File: config.mk
export PLATFORM = sky130hd
export DESIGN_NAME = exu_flush_pipe
export DESIGN_NICKNAME = d
export VERILOG_FILES = /design/src/rtl/exu_flush_pipe.sv
export SDC_FILE = /design/constraint.sdc
export NUM_CORES = 1
export LEC_CHECK = 0
export CORE_AREA = 2 2 230 232
export DETAILED_ROUTE_END_ITERATION = 7
export DIE_AREA = 0 0 232 234
export PLACE_DENSITY_LB_ADDON = 0.1
export SLEW_MARGIN = 5
export SYNTH_ARGS = -nofsm -noshare
export SYNTH_HDL_FRONTEND = slang
export SYNTH_SLANG_ARGS = --single-unit
File: constraint.sdc
create_clock -name clk -period 11.7 [get_ports clk]
set_input_delay 2.34 -clock clk [delete_from_list [all_inputs] [get_ports clk]]
set_output_delay 2.34 -clock clk [all_outputs]
set_load 0.1 [all_outputs]
File: src/rtl/exu_flush_pipe.sv
// rtl/exu_flush_pipe.sv - multi-channel issue-to-execute pipe with ROB-age flush
//
// CH independent elastic pipes, each DEPTH register stages deep, carrying a
// ROB index and a payload. A backend redirect clears, at the next edge, every
// entry (in any stage or on the input) that is not strictly older than
// redirect_idx. Bubbles collapse, so one entry per channel per cycle can flow.
//
// Ports:
//   clk           clock
//   rst           synchronous active-high reset (clears valid bits only)
//   in_valid      per-channel issue valid
//   in_ready      per-channel accept (combinational, independent of in_valid)
//   in_rob        per-channel ROB index {wrap flag, index}
//   in_data       per-channel payload
//   redirect      flush request
//   redirect_idx  ROB index of the flushing instruction (itself killed)
//   out_valid     per-channel final-stage valid, masked by a live flush
//   out_ready     per-channel downstream accept
//   out_rob       final-stage ROB index
//   out_data      final-stage payload
//   out_oldest    one-hot of the oldest presenting channel (lowest wins ties)
//   occupancy     per-channel count of valid stages
module exu_flush_pipe #(
    parameter int CH    = 4,
    parameter int DEPTH = 2,
    parameter int DW    = 64,
    parameter int RW    = 6,
    localparam int OW   = $clog2(DEPTH + 1)
) (
    input  logic              clk,
    input  logic              rst,
    input  logic [CH-1:0]     in_valid,
    output logic [CH-1:0]     in_ready,
    input  logic [CH*RW-1:0]  in_rob,
    input  logic [CH*DW-1:0]  in_data,
    input  logic              redirect,
    input  logic [RW-1:0]     redirect_idx,
    output logic [CH-1:0]     out_valid,
    input  logic [CH-1:0]     out_ready,
    output logic [CH*RW-1:0]  out_rob,
    output logic [CH*DW-1:0]  out_data,
    output logic [CH-1:0]     out_oldest,
    output logic [CH*OW-1:0]  occupancy
);

    // Age order on ROB indices: the wrap flag flips the sense of the low-bit
    // compare, so the raw RW-bit magnitude is never used.
    function automatic logic older(input logic [RW-1:0] a, input logic [RW-1:0] b);
        logic res;
        if (a[RW-1] == b[RW-1]) begin
            res = (a[RW-2:0] < b[RW-2:0]);
        end else begin
            res = (a[RW-2:0] > b[RW-2:0]);
        end
        return res;
    endfunction

    function automatic logic kill_of(input logic flush, input logic [RW-1:0] idx,
                                     input logic [RW-1:0] x);
        return flush & ~older(x, idx);
    endfunction

    // Stage 0 is the entry stage, stage DEPTH-1 drives the outputs.
    logic [DEPTH-1:0] st_valid [CH];
    logic [RW-1:0]    st_rob   [CH][DEPTH];
    logic [DW-1:0]    st_data  [CH][DEPTH];

    logic [DEPTH-1:0] st_kill  [CH];
    logic [DEPTH-1:0] st_move  [CH];
    logic [CH-1:0]    in_kill;
    logic [CH-1:0]    in_take;

    always_comb begin
        logic          open;
        logic [OW-1:0] cnt;
        open      = 1'b0;
        cnt       = '0;
        out_valid = '0;
        in_ready  = '0;
        in_kill   = '0;
        in_take   = '0;
        out_rob   = '0;
        out_data  = '0;
        occupancy = '0;
        for (int c = 0; c < CH; c++) begin
            st_kill[c] = '0;
            st_move[c] = '0;
        end

        for (int c = 0; c < CH; c++) begin
            for (int k = 0; k < DEPTH; k++) begin
                st_kill[c][k] = kill_of(redirect, redirect_idx, st_rob[c][k]);
            end

            out_valid[c] = ~rst & st_valid[c][DEPTH-1] & ~st_kill[c][DEPTH-1];

            // A stage moves when it holds something and there is a hole at or
            // below any later stage, or the final stage is handing off. Raw
            // (pre-flush) valid bits are used, so a slot freed by the flush
            // only becomes usable from the next cycle on.
            open                 = out_valid[c] & out_ready[c];
            st_move[c][DEPTH-1]  = open;
            for (int k = DEPTH - 2; k >= 0; k--) begin
                open          = open | ~st_valid[c][k+1];
                st_move[c][k] = st_valid[c][k] & open;
            end

            in_ready[c] = ~rst & (~st_valid[c][0] | st_move[c][0]);
            in_take[c]  = in_valid[c] & in_ready[c];
            in_kill[c]  = kill_of(redirect, redirect_idx, in_rob[c*RW +: RW]);

            out_rob[c*RW +: RW]  = st_rob[c][DEPTH-1];
            out_data[c*DW +: DW] = st_data[c][DEPTH-1];

            cnt = '0;
            for (int k = 0; k < DEPTH; k++) begin
                cnt = cnt + OW'(st_valid[c][k]);
            end
            occupancy[c*OW +: OW] = rst ? '0 : cnt;
        end
    end

    // Linear scan keeps the result one-hot even for ill-formed index sets;
    // a later channel only replaces the current pick when strictly older.
    always_comb begin
        logic          found;
        logic [RW-1:0] best_rob;
        found      = 1'b0;
        best_rob   = '0;
        out_oldest = '0;
        for (int c = 0; c < CH; c++) begin
            if (out_valid[c] && (!found || older(st_rob[c][DEPTH-1], best_rob))) begin
                found      = 1'b1;
                best_rob   = st_rob[c][DEPTH-1];
                out_oldest = '0;
                out_oldest[c] = 1'b1;
            end
        end
    end

    // Valid bits: the only reset state in the block.
    always_ff @(posedge clk) begin
        if (rst) begin
            for (int c = 0; c < CH; c++) begin
                st_valid[c] <= '0;
            end
        end else begin
            for (int c = 0; c < CH; c++) begin
                for (int k = 1; k < DEPTH; k++) begin
                    if (st_move[c][k-1]) begin
                        st_valid[c][k] <= ~st_kill[c][k-1];
                    end else if (st_move[c][k]) begin
                        st_valid[c][k] <= 1'b0;
                    end else begin
                        st_valid[c][k] <= st_valid[c][k] & ~st_kill[c][k];
                    end
                end
                // A killed input is still consumed; it simply lands invalid.
                if (in_take[c]) begin
                    st_valid[c][0] <= ~in_kill[c];
                end else if (st_move[c][0]) begin
                    st_valid[c][0] <= 1'b0;
                end else begin
                    st_valid[c][0] <= st_valid[c][0] & ~st_kill[c][0];
                end
            end
        end
    end

    // Payload and ROB registers: load-enabled, never reset.
    always_ff @(posedge clk) begin
        for (int c = 0; c < CH; c++) begin
            for (int k = 1; k < DEPTH; k++) begin
                if (st_move[c][k-1]) begin
                    st_rob[c][k]  <= st_rob[c][k-1];
                    st_data[c][k] <= st_data[c][k-1];
                end
            end
            if (in_take[c]) begin
                st_rob[c][0]  <= in_rob[c*RW +: RW];
                st_data[c][0] <= in_data[c*DW +: DW];
            end
        end
    end

endmodule

==> Word level (Yosys, flattened, before mapping) <==
Memories as Yosys holds them, arrays and structs flattened.
Index checks and enable logic that the tools add are counted.
{ "op_classes": {"n_addsub": 4, "order_cmp": 30, "n_eq_ne": 15, "muxes": 147, "n_bitwise": 109, "reduce_logical": 9} }
{ "op_table": {"columns": ["cell", "count"], "rows": [
  ["$mux 1", 137],
  ["$gt 5x5->1", 15],
  ["$lt 5x5->1", 15],
  ["$and 1x1->1", 44],
  ["$not 1->1", 33],
  ["$or 1x1->1", 32],
  ["$mux 6", 3],
  ["$eq 1x1->1", 15],
  ["$mux 4", 3],
  ["$add 1x1->2", 4],
  ["$mux 2", 4],
  ["$logic_and 1x1->1", 3],
  ["$logic_not 1->1", 3],
  ["$logic_or 1x1->1", 3]
]} }
{ "word_totals": {"reg_bits": 0, "ram_bits": 568, "input_bits": 297, "output_inout_bits": 300, "wordCells": 317, "n_memories": 3} }
{ "memory_table": {"columns": ["memory", "words", "width", "rd", "rd_ports_with_merged_regs", "wr", "line", "rtl"], "rows": [
  ["st_data", 4, 128, 4, 0, 4, "66", "logic [DW-1:0] st_data [CH][DEPTH];"],
  ["st_rob", 4, 12, 4, 0, 4, "65", "logic [RW-1:0] st_rob [CH][DEPTH];"],
  ["st_valid", 4, 2, 4, 0, 4, "64", "logic [DEPTH-1:0] st_valid [CH];"]
]} }

==> Longest topological paths before layout <==
An unclocked memory read counts as a cell.
{ "depth": {"depth_word": 23, "mapped_depth": 37, "depth_no_buf": 36} }

==> Worst setup path after synthesis <==
No wires, ideal clock.
{ "synth_path": {"kind": "input to output", "startpoint": "in redirect_idx[4]", "endpoint": "out out_oldest[2]", "t_arrival_ns": 11.719, "setup_slack_ns": -2.359, "path_stages": 37, "n_path_buf": 1, "path_cell_list": "inv_1 ha_1 a21oi_1 o221ai_1 o211a_1 o21ai_2 clkinv_1 nand2_1 ha_1 a21oi_1 o221ai_1 mux2_2 a21oi_1 clkbuf_1 nand2_1 o21ai_0 inv_1 ha_1 nor2b_1 o21a_1 o21ai_0 nand2_1 a22o_1 nand2b_1 o311ai_4 mux2_4 ha_1 inv_1 a21oi_1 o21ai_0 a21oi_1 nor2_1 nor3b_1 mux2i_1 nand4_1 a31oi_1 nor2_1"} }
{ "synth_between": {"elab_chain_cells": 22, "elab_cells_between_ends": 57, "cone_classes": "order compare: 14; eq/ne: 3; mux: 15; bitwise: 16; reduce/logical: 9"} }
{ "synth_lines": {"columns": ["item", "line", "rtl"], "rows": [
  ["start, declared", "37", "input logic [RW-1:0] redirect_idx,"],
  ["$gt 5x5->1 / $lt 5x5->1 (equally long branches)", "53, 51", null],
  ["$mux 1 (*)", "50", "if (a[RW-1] == b[RW-1]) begin"],
  ["$not 1->1 (*)", "60", "return flush & ~older(x, idx);"],
  ["$and 1x1->1 (*)", "60", null],
  ["$not 1->1 (*)", "95", "out_valid[c] = ~rst & st_valid[c][DEPTH-1] & ~st_kill[c][DEPTH-1];"],
  ["$and 1x1->1 (*)", "95", null],
  ["net out_valid[0]", "38", "output logic [CH-1:0] out_valid,"],
  ["$mux 6", "132", "if (out_valid[c] && (!found || older(st_rob[c][DEPTH-1], best_rob))) begin"],
  ["(+7 left out)", null, null],
  ["$logic_or 1x1->1", "132", null],
  ["$logic_and 1x1->1", "132", null],
  ["$mux 6", "132", null],
  ["$gt 5x5->1, or another cell as far along", "53", "res = (a[RW-2:0] > b[RW-2:0]);"],
  ["$mux 1", "50", null],
  ["$logic_or 1x1->1", "132", null],
  ["$logic_and 1x1->1", "132", null],
  ["$mux 4 (*)", "132", null],
  ["end, declared", "42", "output logic [CH-1:0] out_oldest,"]
]} }
Mark *: on every way through the listed nets, which the timed path passes. The rest lies on a longest branch.

==> Worst setup path in the final report <==
{ "layout_path": {"startpoint": "in redirect_idx[3]", "endpoint": "out out_oldest[1]"} }
{ "layout_between": {"elab_chain_cells": 22, "elab_cells_between_ends": 58, "cone_classes": "order compare: 14; eq/ne: 3; mux: 16; bitwise: 16; reduce/logical: 9"} }
{ "layout_lines": {"columns": ["item", "line"], "rows": [
  ["$gt 5x5->1 / $lt 5x5->1 (equally long branches)", "53, 51"],
  ["$mux 1", "50"],
  ["$not 1->1", "60"],
  ["$and 1x1->1", "60"],
  ["$not 1->1", "95"],
  ["$and 1x1->1", "95"],
  ["$mux 6", "132"],
  ["$gt 5x5->1, or another cell as far along", "53"],
  ["(+6 left out)", null],
  ["$logic_or 1x1->1", "132"],
  ["$logic_and 1x1->1", "132"],
  ["$mux 6", "132"],
  ["$gt 5x5->1, or another cell as far along", "53"],
  ["$mux 1", "50"],
  ["$logic_or 1x1->1", "132"],
  ["$logic_and 1x1->1", "132"],
  ["$mux 4 (*)", "132"]
]} }
Mark *: on every way between the ends. The rest lies on a longest branch, timed or not.

==> flow_metrics.env <==
export IMPL_outcome="finished, final reports clean"
export IMPL_synth_top_area_frac=0.779
export IMPL_ir_worst_vdd_mv=0.116
export IMPL_rows=84
export IMPL_grt_ovfl_total=0
export IMPL_rrSetupSlack_ps=7520
export IMPL_crit_top_cell="ha_1"
export IMPL_yosys_register_bits=568
export IMPL_final_nets=2003
export IMPL_die_width_um=232
export IMPL_yosysTopAreaCell="edfxtp_1"
export IMPL_dp_cells=2249
export IMPL_min_period_ps=11500
export IMPL_r2r_end="st_data[3][97]$_DFFE_PP_"
export IMPL_finalPower_uw=4960
export IMPL_finalWirelength_mm=51.1
export IMPL_clock_root_buffer="clkbuf_16"
export IMPL_grt_max_degree=71
export IMPL_p_int_uw=3600
export IMPL_switching_power_uw=1360
export IMPL_gr_usage_all_layers=0.181
export IMPL_r2r_cells=13
export IMPL_min_path_type="register to register"
export IMPL_port_buffers=596
export IMPL_max_clock_freq_mhz=87.0
export IMPL_cts_tree="yes"
export IMPL_cp_start_kind="input port"
export IMPL_timing_rr_start="st_rob[3][1]$_DFFE_PP_"
export IMPL_pwr_share_seq=0.484
export IMPL_cp_num_buf_inv=6
export IMPL_p_leak_uw=0.0102
export IMPL_yosysUniqueCellTypes=51
export IMPL_clock_skew_ps=27.0
export IMPL_antenna_left=0
export IMPL_grt_pass1_vias=11300
export IMPL_clkPwrFrac=0.353
export IMPL_maxSlewViolCount=0
export IMPL_vias_per_cell=4.65
export IMPL_drc=0
export IMPL_ios=597
export IMPL_combPwrFrac=0.164
export IMPL_synthTopCellsByArea="edfxtp_1 (78%), buf_4 (9.6%), ha_1 (4.5%), a21oi_1 (0.78%), nor2b_1 (0.66%)"
export IMPL_layout_drive_gt1_share=0.0962
export IMPL_swShare=0.274
export IMPL_routabilityCongestion=0.812
export IMPL_cp_end_kind="primary output"
export IMPL_antenna_found_initial=12
export IMPL_final_cells=2370
export IMPL_die_area_sq_um=54300
export IMPL_cts_hold_buffers=0
export IMPL_cts_max_path_buffers=3
export IMPL_path_depth=35
export IMPL_synthFlopType="edfxtp_1"
export IMPL_crit_path_top_delay_cell="clkdlybuf4s50_1"
export IMPL_yosysSeqAreaShare=0.779
export IMPL_synthesis_area_sq_um=21900
export IMPL_yosysMostFrequentCell="edfxtp_1"
export IMPL_drt_first_pass_iters=5
export IMPL_clock_latency_ps=610
export IMPL_required_ps=9360
export IMPL_cp_top_family="compound AO/OA/AOI/OAI gates"
export IMPL_filler_cell_count=4088
export IMPL_start_util=0.421
export IMPL_max_slew_worst_pin_slew_ps=1120
export IMPL_htreeDepth=2
export IMPL_synthTopCellsByCount="edfxtp_1 (568), buf_4 (281), ha_1 (79)"
export IMPL_netlist_instances=1221
export IMPL_power_per_cell_area_nw_per_um2=171
export IMPL_layout_area_overhead_vs_synth_pct=32.3
export IMPL_drt_iter0_markers=544
export IMPL_finalCritPeriodShare=0.983
export IMPL_die_y_um=234
export IMPL_setup_viol=0
export IMPL_numCtsBuffers=59
export IMPL_cp_startpoint="redirect_idx[3]"
export IMPL_slew_headroom=0.252
export IMPL_worstSetupPathType="input port to primary output"
export IMPL_cp_endpoint="out_oldest[1]"
export IMPL_wl_per_cell_um=21.6
export IMPL_vias=11000
export IMPL_dp_hpwl_mm=37.1
export IMPL_async_reset_ff_frac=0
export IMPL_drv_cap=0
export IMPL_core_sq_um=52000
export IMPL_synth_area_per_cell_sq_um=17.9
export IMPL_hp_start="st_data[1][81]$_DFFE_PP_"
export IMPL_path_clk_slew_ps=60
export IMPL_slowest_delay_ps=450
export IMPL_ys_warn_count=0
export IMPL_clock_sinks=568
export IMPL_synth_edff_count=568
export IMPL_arrival_ps=9160
export IMPL_finalHoldViolCount=0
export IMPL_grt_pass1_wl_mm=71.4
export IMPL_crit_fanout=5
==> registers in the layout, indices dropped and copies added, names as in the netlist <==
register  count
st_rob       48
st_data     512
st_valid      8
==> through the flow <==
stage / setup WS, ps / hold WS, ps / cell area [sq um] / TNS (ps) / utilization
3_3_place_gp: 108 / 400 / 26900 / 0 / 0.517
4_1_cts: 7.91 / 414 / 28800 / 0 / 0.553
3_5_place_dp: -338 / 405 / 26900 / -1220 / 0.517
6_report: 199 / 414 / 29000 / 0 / 0.557
2_1_floorplan: 26.6 / 400 / 22000 / 0 / -
5_1_grt: -139 / 417 / 29000 / -405 / 0.557
==> routing by layer <==
metal / vias to the layer above / GRT usage / wire (um)
li1: 5086 / - / -
met1: 5352 / 0.202 / 18600
met2: 459 / 0.301 / 25300
met3: 111 / 0.0861 / 5730
met4: 12 / 0.0659 / 1430
met5: - / 0 / 76
==> worst min-delay path by stage <==
stage                               endpoint  depth (start not counted)  slack (ps)
global placement    st_data[2][32]$_DFFE_PP_                          0         400
detailed placement  st_data[0][22]$_DFFE_PP_                          0         400
global route         st_data[2][5]$_DFFE_PP_                          0         420
floorplan            st_data[0][0]$_DFFE_PP_                          0         400
finish              st_data[1][17]$_DFFE_PP_                          0         410
CTS                 st_data[1][17]$_DFFE_PP_                          0         410
==> cell usage in the layout (no fill, tap or decap), types with 3 or more instances in the layout <==
| cell | instances |
|---|---|
| buf_12 | 4 |
| nand3_1 | 13 |
| clkinv_2 | 7 |
| conb_1 | 8 |
| inv_2 | 3 |
| ha_4 | 6 |
| bufinv_16 | 3 |
| and3_1 | 10 |
| a21oi_2 | 5 |
| a21o_1 | 4 |
| ha_1 | 73 |
| o21a_1 | 13 |
| diode_2 | 9 |
| xor2_1 | 6 |
| a311oi_1 | 3 |
| clkinvlp_4 | 3 |
| nor2_1 | 10 |
| clkbuf_16 | 60 |
| clkdlybuf4s50_1 | 591 |
| mux2i_1 | 7 |
| inv_1 | 33 |
| nand2b_1 | 12 |
| a311o_1 | 5 |
| clkinv_1 | 19 |
| nor2b_1 | 21 |
| a31oi_1 | 3 |
| a21oi_1 | 28 |
| edfxtp_1 | 568 |
| buf_4 | 26 |
| clkbuf_1 | 12 |
| buf_6 | 3 |
| xnor2_1 | 8 |
| nand2_1 | 23 |
| nand2_2 | 6 |
| o21ai_2 | 5 |
| o21ai_0 | 13 |
==> timing repair <==
item	4_1_cts	5_1_grt
resized for setup	8	33
buffers inserted	2	3
endpoints found under the setup margin	4	4
pin swaps	5	14
==> power groups by stage <==
stage	Clock, uW	Combinational, uW	Sequential (uW)
6_report	1750	811	2400
3_3_place_gp	0	793	2440
2_1_floorplan	0	594	2430
5_1_grt	1880	846	2410
3_5_place_dp	0	801	2440
4_1_cts	1800	806	2400
==> cells by family (layout without fill, tap and decap cells) <==
group           after synthesis  count (layout)  synth area share
flops                       568             568             0.779
buf+inv                     325             770             0.104
simple gates                118             118            0.0288
compound gates              105             105            0.0324
fa+ha+maj                    79              79            0.0451
xor+xnor                     14              14           0.00560
mux                          11              11           0.00537
other cells                   1              17          0.000171
==> cell type report <==
class | count | area, sq um | area share
multi-input combinational | 335 | 2840 | 0.0982
sequential | 568 | 17100 | 0.589
clock buffer | 72 | 1550 | 0.0534
tap | 688 | 861 | 0.0297
antenna | 9 | 22.5 | 0.000777
inverter | 38 | 151 | 0.00523
timing repair buffer | 625 | 6240 | 0.215
clock inverter | 35 | 254 | 0.00877
(Power assumes the default switching activity.)
